`src/rtl/uart_rx_vote_sampler.sv`:
```
`default_nettype none
// ============================================================================
// Module      : uart_rx_vote_sampler
// Description : Mid-bit oversampling sampler for the UART RX path. Captures
//               NUM_SAMPLES oversampled values centred on the bit middle,
//               majority-votes them and flags disagreement between them.
//               Also flags a Prescale that cannot hold the window, and can
//               optionally synchronise the serial input.
// Revision    : 1.0 - initial release
// ============================================================================
module uart_rx_vote_sampler #(
    parameter int PRESCALE_W  = 6,
    parameter int NUM_SAMPLES = 3,
    parameter int SYNC_STAGES = 2
) (
    input  logic                  CLK,
    input  logic                  Reset,
    input  logic                  S_Data,
    input  logic                  S_EN,
    input  logic [PRESCALE_W-1:0] Prescale,
    input  logic [PRESCALE_W-1:0] edge_count,
    output logic                  sampled,
    output logic                  Sampled_bit,
    output logic                  noise_err,
    output logic                  cfg_err
);

    // Window arithmetic is one bit wider than Prescale so mid+H never wraps.
    localparam int             c_W   = PRESCALE_W + 1;
    localparam int             c_H   = (NUM_SAMPLES - 1) / 2;
    localparam int             c_CW  = 4;
    localparam logic [c_W-1:0] c_H_W = c_W'(c_H);

    generate
        if ((NUM_SAMPLES < 1) || (NUM_SAMPLES > 7) || ((NUM_SAMPLES % 2) == 0)) begin : g_bad_num_samples
            $error("uart_rx_vote_sampler: NUM_SAMPLES must be odd and in 1..7");
        end
        if ((SYNC_STAGES < 0) || (SYNC_STAGES > 3)) begin : g_bad_sync_stages
            $error("uart_rx_vote_sampler: SYNC_STAGES must be in 0..3");
        end
    endgenerate

    logic [c_W-1:0]  w_prescale;
    logic [c_W-1:0]  w_edge;
    logic [c_W-1:0]  w_mid;
    logic [c_W-1:0]  w_first;
    logic [c_W-1:0]  w_last;
    logic            w_cfg_bad;
    logic            w_d;
    logic            w_vote_hit;
    logic [c_CW-1:0] w_stored_ones;
    logic [c_CW-1:0] w_ones;

    assign w_prescale = {1'b0, Prescale};
    assign w_edge     = {1'b0, edge_count};
    assign w_mid      = w_prescale >> 1;
    // w_first wraps when mid < H, but that case also raises cfg_err and
    // suppresses every capture, so the wrapped value is never used.
    assign w_first    = w_mid - c_H_W;
    assign w_last     = w_mid + c_H_W;
    assign w_cfg_bad  = (w_mid < c_H_W) | (w_last >= w_prescale);

    // The final sample is taken straight from the line, so it needs no register.
    assign w_vote_hit = S_EN & ~cfg_err & (w_edge == w_last);
    assign w_ones     = w_stored_ones + c_CW'(w_d);

    generate
        if (SYNC_STAGES == 0) begin : g_sync_bypass
            assign w_d = S_Data;
        end else begin : g_sync
            logic [SYNC_STAGES-1:0] r_sync;

            // Shift the serial line through the synchroniser; resets to idle-high.
            always_ff @(posedge CLK or posedge Reset) begin
                if (Reset) begin
                    r_sync <= '1;
                end else begin
                    r_sync[0] <= S_Data;
                    for (int i = 1; i < SYNC_STAGES; i++) begin
                        r_sync[i] <= r_sync[i-1];
                    end
                end
            end

            assign w_d = r_sync[SYNC_STAGES-1];
        end
    endgenerate

    generate
        if (NUM_SAMPLES > 1) begin : g_store
            logic [NUM_SAMPLES-2:0] r_sample;

            // Capture the leading N-1 samples at their window indices; disabling clears them.
            always_ff @(posedge CLK or posedge Reset) begin
                if (Reset) begin
                    r_sample <= '0;
                end else if (!S_EN) begin
                    r_sample <= '0;
                end else if (!cfg_err) begin
                    for (int k = 0; k < NUM_SAMPLES - 1; k++) begin
                        if (w_edge == (w_first + c_W'(k))) begin
                            r_sample[k] <= w_d;
                        end
                    end
                end
            end

            // Count ones among the stored samples.
            always_comb begin
                w_stored_ones = '0;
                for (int k = 0; k < NUM_SAMPLES - 1; k++) begin
                    w_stored_ones = w_stored_ones + c_CW'(r_sample[k]);
                end
            end
        end else begin : g_no_store
            assign w_stored_ones = '0;
        end
    endgenerate

    // Register the window-fit check every cycle.
    always_ff @(posedge CLK or posedge Reset) begin
        if (Reset) begin
            cfg_err <= 1'b0;
        end else begin
            cfg_err <= w_cfg_bad;
        end
    end

    // Vote at the last window index and pulse sampled for one cycle.
    always_ff @(posedge CLK or posedge Reset) begin
        if (Reset) begin
            sampled     <= 1'b0;
            Sampled_bit <= 1'b0;
            noise_err   <= 1'b0;
        end else if (!S_EN) begin
            sampled     <= 1'b0;
            Sampled_bit <= 1'b0;
            noise_err   <= 1'b0;
        end else begin
            sampled <= w_vote_hit;
            if (w_vote_hit) begin
                Sampled_bit <= (w_ones > c_CW'(c_H));
                noise_err   <= (w_ones != '0) && (w_ones != c_CW'(NUM_SAMPLES));
            end
        end
    end

endmodule
`default_nettype wire

```
`config.mk`:
```
export PLATFORM = sky130hd
export DESIGN_NAME = uart_rx_vote_sampler
export DESIGN_NICKNAME = d
export VERILOG_FILES = /design/src/rtl/uart_rx_vote_sampler.sv
export SDC_FILE = /design/constraint.sdc
export NUM_CORES = 1
export LEC_CHECK = 0
export ABC_AREA = 1
export CORE_UTILIZATION = 50
export CTS_BUF_LIST = sky130_fd_sc_hd__clkbuf_4 sky130_fd_sc_hd__clkbuf_8
export CTS_CLUSTER_SIZE = 20
export DETAILED_ROUTE_END_ITERATION = 10
export GPL_TIMING_DRIVEN = 0
export PLACE_DENSITY_LB_ADDON = 0.05
export SYNTH_ARGS = -nofsm -noshare
export SYNTH_HDL_FRONTEND = slang
export SYNTH_SLANG_ARGS = --single-unit
```
`constraint.sdc`:
```
create_clock -name CLK -period 2.3 [get_ports CLK]
set_clock_uncertainty 0.2 [all_clocks]
set_input_delay 0.345 -clock CLK [delete_from_list [all_inputs] [get_ports CLK]]
set_output_delay 0.345 -clock CLK [all_outputs]
set_load 0.005 [all_outputs]
```
### Word level (Yosys, flattened, before mapping)

Index checks and enable logic that the tools add are counted.

| storage, ports and cells | value |
|---|---|
| flip-flop bits (word level) | 8 |
| input port bits | 16 |
| output and inout port bits | 4 |

| operators by class | value |
|---|---|
| $add $sub $neg | 5 |
| magnitude comparators | 3 |
| equality and inequality tests | 8 |
| muxes and demuxes | 9 |
| bitwise operators | 4 |
| reductions and logical operators | 4 |

Operators with widths:

| operator | count |
|---|---|
| 6-bit by 7-bit == test with 1-bit output | 2 |
| 6-bit by 2-bit adder with 7-bit output, second input constant | 1 |
| 1-bit two-way mux | 7 |
| 5-bit by 1-bit adder with 6-bit output, second input constant | 1 |
| 6-bit == test | 1 |
| 6-bit greater-or-equal comparator | 1 |
| 2-bit by 1-bit != test with 1-bit output, second input constant | 3 |
| 5-bit by 1-bit subtractor with 6-bit output, second input constant | 1 |
| 5-bit by 1-bit less-than comparator with 1-bit output, second input constant | 1 |
| 4-bit by 1-bit adder with 4-bit output | 1 |
| 4-bit by 1-bit greater-than comparator with 1-bit output, second input constant | 1 |
| 2-bit two-way mux | 2 |
| 4-bit by 2-bit != test with 1-bit output, second input constant | 1 |
| 2-bit AND reduction | 2 |
| 4-bit nonzero test | 1 |
| 1-bit by 1-bit adder with 2-bit output | 1 |
| 1-bit AND | 2 |
| 2-bit != test, second input constant | 1 |
| 1-bit logical AND | 1 |
| 1-bit inverter | 1 |
| 1-bit OR | 1 |

### Longest topological paths before layout

| depth | value |
|---|---|
| word-level depth | 6 |
| mapped depth | 15 |
| gate-level depth less buffers | 15 |

### Worst setup path before layout

No wires, ideal clock.

| timing | value |
|---|---|
| path kind | input -> register |
| start | input Prescale[1] |
| end | register cfg_err |
| data arrival time | 1.525 ns |
| required time | 1.971 ns |
| path slack | 0.446 ns |
| cell stages on the path | 9 |
| buffers on the path | 0 |
| cells stage by stage | ha_1 -> nand3_2 -> xor2_1 -> inv_1 -> ha_1 -> nand2_1 -> o21ai_0 -> a31oi_1 -> nand3_1 |

| on the way | value |
|---|---|
| longest elaborated chain between the ends | 3 |
| elaborated cells between the ends (all ways) | 4 |

Ends and longest elaborated chain:

| element | RTL line | RTL |
|---|---|---|
| from (decl) | 20 | `input logic [PRESCALE_W-1:0] Prescale,` |
| 5-bit by 1-bit adder with 6-bit output | 60 | `assign w_last = w_mid + c_H_W;` |
| 6-bit greater-or-equal comparator | 61 | `assign w_cfg_bad = (w_mid < c_H_W) \| (w_last >= w_prescale);` |
| 1-bit OR * | 61 |  |
| named net w_cfg_bad | 48 | `logic w_cfg_bad;` |
| to (signal assigned) | 125 | `cfg_err <= w_cfg_bad;` |
| to (decl) | 25 | `output logic cfg_err` |

The timed path passes the listed nets; every way through them passes the cells marked *.
A chain may end at the register's enable or synchronous reset.

### Final worst setup path

| timing | value |
|---|---|
| start | input Prescale[2] |
| end | register cfg_err |

The elaborated chain is that of the path after synthesis.

==> impl_metrics.yaml <==
clocking:
  post_cts_buffers: 0
  clock_latency_ps: 260
  clkTransAtPathRegs_ps: 60
  cts_sinks: 8
  cts_hold_buf: 0
  cts_root_buffer: "clkbuf_4"
  numCtsBuffers: 3
  clk_path_buf_depth: 2
  cts_tree: "built"
  htreeDepth: 1
placement:
  place_hpwl_um: 1920
  portBuffers: 17
  place.gp.congestion: 0.819
  place_area_mm2: 0.00126
sta:
  finalSetupTns_ps: 0
  setup_viol: 0
  clock.fmax_mhz: 477
  worst_pin_slew_ps: 300
  slew_headroom_pct: 80.0
  period_needed_ps: 2100
  hold_slack_ps: 117
  slew_violations: 0
  grt_setup_unrepaired: "no"
  hold_viol: 0
  post-route-period-util_pct: 91.1
yosys:
  synth_cell_type_count: 25
  synthMuxAreaShare_pct: 0
  synth_compound_area_share_pct: 6.38
  syn_inst: 165
  synthTopCellsByCount: "48 x nand2_1, 25 x inv_1, 19 x nand3_1"
  synth_top_family_by_area: "simple AND/OR/NAND/NOR gates"
  yosys-top-cells-area: "nand2_1 17%, dfrtp_1 14%, ha_1 12%, nand3_1 9.0%, inv_1 8.9%"
  synth_top_area_share_pct: 17.0
  ys.flop_type: "dfrtp_1"
  synth_nets: 192
  synth_edf_count: 0
  synth_top_area_cell: "nand2_1"
  synthAdderAreaFrac_pct: 13.7
  async_reset_ff_share_pct: 100
  yosys_warnings: 0
  yosysMostFrequentCell: "nand2_1"
  synthXorXnorAreaFrac_pct: 4.96
  syn_area_mm2: 0.00106
  ys_ff_latch: 8
  yosysSeqAreaShare_pct: 19.1
  synthSimpleGateAreaFrac_pct: 42.9
  syn_area_per_cell_um2: 6.42
setup_path:
  crit_slowest_cell: "clkdlybuf4s15_1"
  rr_worst_depth: 7
  slowest_delay_ps: 300
  rr_endpoint: "noise_err"
  reg2reg_slack_ps: 560
  crit_type: "in2reg"
  rr_startpoint: "g_store.r_sample[0]"
  crit_chain: "clkdlybuf4s15_1 > ha_4 > nand3_2 > xor2_1 > inv_1 > ha_1 > nand2_1 > o21ai_0 > a31oi_1 > nand3_1"
  critPathMaxFanout: 4
  cp.arrival_ps: 2020
  crit_path_end_kind: "flip-flop"
  required_ps: 2220
  critPathLaunchType: "input port"
  cp-startpoint: "Prescale[2]"
final_layout:
  drive_gt1_share_pct: 16.8
  final_area_mm2: 0.00129
  syn_to_final_growth_pct: 22.1
  n_antenna_cell: 0
  fin_nets: 214
power_and_ir_drop:
  vdd_drop_max_mv: 0.417
  finalPower_w: 0.000447
  power_density_mw_per_mm2: 346
  p_leak_nw: 0.742
detailed_routing:
  routed-via-count: 1058
  drc: 0
  via_per_inst: 4.99
  drtPass1Iterations: 4
  wl_per_cell_um: 10.9
  antenna_left: 0
  routed_wl_um: 2310
  drt_iter0_markers: 32
die:
  initial_core_util_pct: 53.4
  die_w_um: 48.0
  dieArea_mm2: 0.00230
  ios: 20
  std_cell_rows: 16
  core_mm2: 0.00198
  die_y_um: 48.0
hold_path:
  hp-class: "in2async"
global_route:
  grt_pass1_wl_um: 3830
  grt_max_degree: 11
  grt_use_total_pct: 23.4
  grt_remaining_overflow: 0
  antenna_found_initial: 0
  grt_pass1_vias: 956
run:
  maxCapViolCount: 0
status:
  status: "completed"
## worst max path at each step
stage                                     end  slack [ps]  depth (start not counted)
after global placement                cfg_err        -440                         10
after global routing      g_store.r_sample[1]          20                         15
after detailed placement              cfg_err        -480                         10
final                                 cfg_err         200                         10
after floorplan                       cfg_err         450                          9
after CTS                 g_store.r_sample[1]          60                         15
## routing by layer
layer | GRT usage (%) | part of all wire [%] | vias up
li1 | - | - | 558
met1 | 29.5 | 49 | 470
met2 | 41.1 | 46 | 28
met3 | 6.04 | 5.0 | 2
met4 | 2.78 | 0.35 | 0
met5 | 0 | 0 | -
## through the flow
stage,instances,setup slack (ps),utilization (%)
final,212,204,65.2
after global routing,212,16.7,65.2
after CTS,212,59.9,65.3
after detailed placement,209,-481,63.7
after global placement,209,-437,63.7
after floorplan,165,446,-
## area by class of cell
cell class / count / area, µm²
multi-input combinational: 125 / 732
fill: 186 / 689
sequential: 8 / 203
timing repair buffer: 17 / 165
inverter: 30 / 114
tap: 27 / 33.8
clock buffer: 3 / 22.5
buffer: 2 / 22.5
## where the power goes
group	internal, W	switching (W)	total, W	leakage, nW
Sequential	0.000148	0.00000419	0.000152	0.103
Clock	0.0000601	0.0000530	0.000113	0.0138
Combinational	0.0000762	0.000106	0.000182	0.624
Total	0.000284	0.000163	0.000447	0.742
## placed cells by master (no fill, tap or decap), drive strengths merged, types with 2 or more instances in the layout
cell           Yosys  routed
nand2             56      56
inv               29      29
nand3             21      21
clkdlybuf4s50      0      15
nor2              13      13
ha                10      10
dfrtp              6       6
a21oi              6       6
xor2               5       5
nand4              4       4
clkbuf             0       4
o21ai              4       4
buf                2       2
nor3               2       2
dfstp              2       2
## critical path: cells and delay by family
family                   cells  cell delay [ps]
AND/OR/NAND/NOR              3              270
XOR/XNOR                     1              260
AO/OA/AOI/OAI                2              250
adder cells (fa/ha/maj)      2              520
buffers and inverters        2              380
## flip-flops by register name, summed over array words and instances, names as in the netlist
register          cells
g_store.r_sample      2
sampled               1
noise_err             1
cfg_err               1
g_sync.r_sync         2
Sampled_bit           1
## logic make-up (layout without fill, tap and decap cells)
kind of cell / after synthesis / after routing
DFF: 8 / 8
adders and majority gates: 11 / 11
buffers and inverters: 32 / 52
xor gates and xnor gates: 6 / 6
AOI/OAI and AO/OA: 12 / 12
and+or+nand+nor: 96 / 96
## timing repair
item                                    in CTS  in global routing
resized for setup                            4                  3
endpoints found under the setup margin       5                  5
pin swaps                                    0                  0
No activity file was read; power rests on OpenSTA's default activity.
